## src/rtl/serial_subtractor.sv

```systemverilog
// Bit-serial two's-complement subtractor: diff = a - b - borrow_in, one bit per clock, LSB first.
// Optional signed-overflow output is enabled by defining SERIAL_SUB_OVERFLOW_EN.
module serial_subtractor #(
  parameter int WIDTH = 4
) (
  input  logic             clk_in,
  input  logic             rst_n_in,
  input  logic             valid_in,
  output logic             ready_out,
  input  logic [WIDTH-1:0] a_in,
  input  logic [WIDTH-1:0] b_in,
  input  logic             borrow_in,
  output logic             valid_out,
  input  logic             ready_in,
  output logic [WIDTH-1:0] diff_out,
  output logic             borrow_out,
  output logic             busy_out,
`ifdef SERIAL_SUB_OVERFLOW_EN
  output logic             overflow_out,
`endif
  output logic [1:0]       state_dbg_out
);

  // Handshake: a transfer happens on a rising edge where valid and ready are both high.
  // Operands transfer in IDLE (ready_out), results transfer in HOLD (valid_out && ready_in).

  localparam int CW = $clog2(WIDTH) + 1;

  typedef enum logic [1:0] {
    IDLE = 2'd0,
    RUN  = 2'd1,
    HOLD = 2'd2
  } state_e;

  state_e           state_q, state_d;
  logic [WIDTH-1:0] a_sr_q, a_sr_d;
  logic [WIDTH-1:0] b_sr_q, b_sr_d;
  logic [WIDTH-1:0] res_sr_q, res_sr_d;
  logic [CW-1:0]    cnt_q, cnt_d;
  logic             br_q, br_d;
  logic [WIDTH-1:0] diff_q, diff_d;
  logic             borrow_q, borrow_d;
  logic             bit_d, br_nxt, last_bit;
`ifdef SERIAL_SUB_OVERFLOW_EN
  logic             ovf_q, ovf_d;
`endif

  assign bit_d    = a_sr_q[0] ^ b_sr_q[0] ^ br_q;
  assign br_nxt   = (~a_sr_q[0] & b_sr_q[0]) | (~(a_sr_q[0] ^ b_sr_q[0]) & br_q);
  assign last_bit = (cnt_q == CW'(WIDTH - 1));

  always_ff @(posedge clk_in or negedge rst_n_in) begin
    if (!rst_n_in) begin
      state_q  <= IDLE;
      a_sr_q   <= '0;
      b_sr_q   <= '0;
      res_sr_q <= '0;
      cnt_q    <= '0;
      br_q     <= 1'b0;
      diff_q   <= '0;
      borrow_q <= 1'b0;
`ifdef SERIAL_SUB_OVERFLOW_EN
      ovf_q    <= 1'b0;
`endif
    end else begin
      state_q  <= state_d;
      a_sr_q   <= a_sr_d;
      b_sr_q   <= b_sr_d;
      res_sr_q <= res_sr_d;
      cnt_q    <= cnt_d;
      br_q     <= br_d;
      diff_q   <= diff_d;
      borrow_q <= borrow_d;
`ifdef SERIAL_SUB_OVERFLOW_EN
      ovf_q    <= ovf_d;
`endif
    end
  end

  always_comb begin
    state_d = state_q;
    case (state_q)
      IDLE:    if (valid_in) state_d = RUN;
      RUN:     if (last_bit) state_d = HOLD;
      HOLD:    if (ready_in) state_d = IDLE;
      default: state_d = IDLE;
    endcase
  end

  always_comb begin
    a_sr_d   = a_sr_q;
    b_sr_d   = b_sr_q;
    res_sr_d = res_sr_q;
    cnt_d    = cnt_q;
    br_d     = br_q;
    diff_d   = diff_q;
    borrow_d = borrow_q;
`ifdef SERIAL_SUB_OVERFLOW_EN
    ovf_d    = ovf_q;
`endif
    if (state_q == IDLE && valid_in) begin
      a_sr_d = a_in;
      b_sr_d = b_in;
      br_d   = borrow_in;
      cnt_d  = '0;
    end else if (state_q == RUN) begin
      a_sr_d   = a_sr_q >> 1;
      b_sr_d   = b_sr_q >> 1;
      res_sr_d = {bit_d, res_sr_q[WIDTH-1:1]};
      br_d     = br_nxt;
      cnt_d    = cnt_q + CW'(1);
      // Only final results reach diff_out; partial bits stay in res_sr.
      if (last_bit) begin
        diff_d   = {bit_d, res_sr_q[WIDTH-1:1]};
        borrow_d = br_nxt;
`ifdef SERIAL_SUB_OVERFLOW_EN
        ovf_d    = br_q ^ br_nxt;
`endif
      end
    end
  end

  always_comb begin
    ready_out     = (state_q == IDLE);
    busy_out      = (state_q == RUN);
    valid_out     = (state_q == HOLD);
    diff_out      = diff_q;
    borrow_out    = borrow_q;
    state_dbg_out = state_q;
`ifdef SERIAL_SUB_OVERFLOW_EN
    overflow_out  = ovf_q;
`endif
  end

endmodule

```

## config.mk

```make
export PLATFORM = sky130hd
export DESIGN_NAME = serial_subtractor
export DESIGN_NICKNAME = d
export VERILOG_FILES = /design/src/rtl/serial_subtractor.sv
export SDC_FILE = /design/constraint.sdc
export NUM_CORES = 1
export LEC_CHECK = 0
export CORE_MARGIN = 2
export CORE_UTILIZATION = 48
export DETAILED_ROUTE_END_ITERATION = 7
export GPL_TIMING_DRIVEN = 0
export PLACE_DENSITY = 0.86
export SLEW_MARGIN = 5
export SYNTH_ARGS = -nofsm -noshare
export SYNTH_HDL_FRONTEND = slang
export SYNTH_SLANG_ARGS = --single-unit
```

## constraint.sdc

```tcl
create_clock -name clk_in -period 1.5 [get_ports clk_in]
set_input_delay 0.3 -clock clk_in [delete_from_list [all_inputs] [get_ports clk_in]]
set_output_delay 0.3 -clock clk_in [all_outputs]
set_load 0.01 [all_outputs]
```

Word-level counts from Yosys, hierarchy flattened:

Index checks and enable logic that the tools add are counted.

* bitwise logic cells: 8
* add/sub/neg operators: 1
* mux-type cells: 12
* reductions and logical operators: 6
* equality and inequality tests: 6

Operators by type and width (number)
* two-way mux 4 bit: 4
* two-way mux 2 bit: 3
* two-way mux 3 bit: 2
* case mux 2 bit (3 select lines): 1
* AND reduction 3 bit: 2
* != test 2 x 1 -> 1 bit (second input constant): 2
* adder 3 x 1 -> 3 bit (second input constant): 1
* == test 3 x 2 -> 1 bit (second input constant): 1
* inverter 1 bit: 3
* bitwise AND 1 bit: 2
* == test 2 x 1 -> 1 bit (second input constant): 1
* == test 2 bit (second input constant): 1
* zero test 2 bit: 1
* two-way mux 1 bit: 2
* != test 2 bit (second input constant): 1
* AND reduction 2 bit: 1
* nonzero test 2 bit: 1
* XOR 1 bit: 2
* logical AND 1 bit: 1
* OR 1 bit: 1

* word-level logic and storage cells: 41
* flip-flop bits (word level): 23
* bits of input ports: 13

Logic depth before layout (Yosys ltp):

* depth after elaboration: 6
* depth in mapped cells: 5

Worst setup path after synthesis:

No wires, ideal clock.

* path type: reg-to-reg
* start point: reg cnt_q[0]
* end point: reg diff_q[0], in the netlist diff_out[0]
* setup slack: 0.178 ns
* data arrival time: 1.195 ns
* cell stages (with the launch flop): 5
* period minus slack after synthesis: 1.322 ns
* path buffers: 0
* data required time: 1.372 ns
* cells stage by stage: dfrtp_1 ha_1 ha_1 nand3b_4 mux2_1

* word-level cells in the longest chain between the ends: 2

RTL lines
* from (decl): RTL line 39 `logic [CW-1:0] cnt_q, cnt_d;`
* from (signal assigned): RTL line 70 `cnt_q <= cnt_d;`
* == test 3 x 2 -> 1 bit: RTL line 50 `assign last_bit = (cnt_q == CW'(WIDTH - 1));`
* AND reduction 3 bit (no source line)
* to (signal assigned): RTL line 72 `diff_q <= diff_d;`
* to (decl): RTL line 41 `logic [WIDTH-1:0] diff_q, diff_d;`

No other way between the ends.
A chain may end at the register's enable or synchronous reset.

Final worst setup path:

* start point: reg state_q[1], in the netlist state_dbg_out[1]
* end point: out busy_out

* word-level cells in the longest chain between the ends: 1

RTL lines
* from (decl): RTL line 35 `state_e state_q, state_d;`
* from (signal assigned): RTL line 66 `state_q <= state_d;`
* == test 2 x 1 -> 1 bit: RTL line 125 `busy_out = (state_q == RUN);`
* to (decl): RTL line 17 `output logic busy_out,`

No other way between the ends.

==> results.json <==
{
  "synth_compound_area_frac": 0.182,
  "synth_fa_ha_area_frac": 0.0440,
  "drtAntennaViolNets": 0,
  "finalCritPeriodShare": 0.984,
  "antenna_found_initial": 0,
  "ctsHtreeMaxLevel": 1,
  "cts_tree": "built",
  "setup.worst_path.start": "state_dbg_out[1]",
  "worstPathArrival_ps": 1180,
  "place_congestion": 0.750,
  "num_vias": 838,
  "power_leakage_nw": 0.671,
  "final_hold_viol_count": 0,
  "synth_mux_area_frac": 0.0440,
  "grt-ovfl-total": 0,
  "outcome": "finished, final reports clean",
  "core_um2": 1980,
  "synth_xor_area_frac": 0,
  "relSlewSlack": 0.335,
  "hold_start": "borrow_out",
  "drv_cap": 0,
  "netlist_area_um2": 1020,
  "grt_use_total": 0.190,
  "die_w_um": 50.2,
  "path_clk_slew_ps": 120,
  "grt_pass1_wl_um": 3640,
  "ioPinCount": 23,
  "start_util": 0.516,
  "utilization": 0.711,
  "layout-drive-gt1-share": 0.250,
  "vias_per_cell": 5.41,
  "r2r-start": "cnt_q[0]",
  "area_growth_pct": 37.8,
  "n_fill_cell": 149,
  "crit_path_end_kind": "primary output",
  "yosys.area_share.simple": 0.132,
  "synth_warnings": 0,
  "syn_nets": 107,
  "worstHoldPathType": "flip-flop to flip-flop",
  "num_antenna_cells": 0,
  "dpl_cell_area_um2": 1280,
  "dieArea_um2": 2520,
  "finalNonFillerCells": 155,
  "slew_viol_final": 0,
  "finalSetupTns_ps": 0,
  "pre_cts_ws_ps": -277,
  "clock_latency_ps": 300,
  "fin_crit_ps": 1480,
  "ys_seq_area_frac": 0.538,
  "rsz0062_at_grt": "true",
  "cts.path.max_buffers": 2,
  "synth_cell_types": 26,
  "required_ps": 1200,
  "cp-start-kind": "flip-flop",
  "finClkSkew_ps": 0.665,
  "vdd.ir_drop.worst_uv": 1160,
  "worst-path-max-fanout": 7,
  "setup_viol": 0,
  "die_y_um": 50.2,
  "hold_ws_ps": 496,
  "clock-root-buffer": "clkbuf_4",
  "max_freq_ghz": 0.678,
  "design_area_um2": 1410,
  "drt-total-wl_um": 2180,
  "dp_hpwl_um": 1440,
  "synth_area_per_cell_um2": 11.2,
  "worst_pin_slew_ps": 995,
  "std_cell_rows": 16,
  "place.port_buffers": 22,
  "drt_iter0_markers": 16,
  "cts_buffers": 3,
  "grt_max_degree": 23,
  "setup_slack_ps": 24.5,
  "netlist_instances": 91,
  "finalNetCount": 145,
  "grt_pass1_vias": 802,
  "dp.cells": 140,
  "drc_errors": 0,
  "ys_ff_latch": 22,
  "p_total_mw": 2.92,
  "avgRoutedWirePerCell_um": 14.1,
  "clock-sinks": 22,
  "powerDensity_nw_per_um2": 2070,
  "firstDrtPassIters": 4,
  "critical_path_class": "flip-flop to primary output",
  "synth_top_family_by_area": "compound AO/OA/AOI/OAI gates"
}
[layout by cell type, fill, tap and decap left out, drive strengths merged, types with 5 or more instances in the layout]
| cell type | Yosys | routed |
|---|---|---|
| nor2 | 9 | 9 |
| nand2 | 13 | 13 |
| o21ai | 7 | 7 |
| buf | 5 | 19 |
| dfrtp | 22 | 22 |
| o32ai | 7 | 7 |
| inv | 5 | 5 |
| o22ai | 6 | 6 |
| clkdlybuf4s50 | 0 | 12 |
| dlygate4sd2 | 0 | 6 |
[layout make-up]
type | count | area (um2) | share of cell area
plain buffers | 5 | 52.6 | 0.0373
clock buffers | 4 | 36.3 | 0.0257
inverters | 5 | 23.8 | 0.0169
multi-input cells | 59 | 424 | 0.301
flip-flops and latches | 22 | 551 | 0.390
well taps | 27 | 33.8 | 0.0240
repair buffers | 33 | 289 | 0.205
[registers in the layout, indices dropped and copies added (netlist names)]
signal,flops
a_sr_q,4
b_sr_q,4
diff_out,4
cnt_q,3
res_sr_q,3
state_dbg_out,2
borrow_out,1
br_q,1
[synthesized netlist by cell type (all sizes together)]
cell     number  share of area
a22o          1         0.0086
inv           5          0.018
or2           1         0.0061
a221oi        1          0.015
nand2b        2          0.012
buf           5          0.042
mux2          4          0.044
o31ai         1         0.0073
o2bb2ai       1         0.0086
o22ai         6          0.037
ha            2          0.024
o21ai         7          0.034
nor2          9          0.033
nor2b         1         0.0061
dfrtp        22           0.54
nand2        13          0.055
o32ai         7          0.067
fa            1          0.020
nand3b        1          0.020
a21oi         1         0.0049
[metal layers]
metal  track usage  vias up  share of wire  wire length [um]
li1              -      399              -                 -
met1         0.244      412           0.44               951
met2         0.336       27           0.51              1110
met5             0        -              0                 0
met3        0.0298        0          0.053               116
met4        0.0417        0              0                 0
[critical path, stage by stage (launching register included)]
cell,delay (ps)
dfrtp_1,420
buf_6,140
nand2b_4,160
inv_4,60
buf_6,90
[path summary, 6_finish.rpt]
kind	depth (start not counted)	slack (ps)	end
setup / recovery	4	20	busy_out
hold / removal	2	500	borrow_out
setup reg to reg	4	120	diff_out[1]
hold reg to reg	2	500	borrow_out
max in group asynchronous	1	370	a_sr_q[2]
min in group asynchronous	1	540	res_sr_q[1]
[power by group]
group	leakage (nW)	internal, mW	switching [mW]
logic	0.380	0.795	0.756
clock network	0.0210	0.148	0.174
registers	0.270	0.875	0.175
[logic make-up after synthesis]
| logic type | after synthesis |
|---|---|
| compound gates | 25 |
| fa+ha+maj | 3 |
| buf+inv | 10 |
| flops | 22 |
| mux | 4 |
| simple gates | 27 |
[timing repair]
item,4_1_cts,5_1_grt
setup endpoints to repair,9,8
hold buffers,0,0
pin swaps,1,2
resized for setup,24,5
gates cloned,0,0
setup buffers,5,6
(Power assumes the default switching activity.)
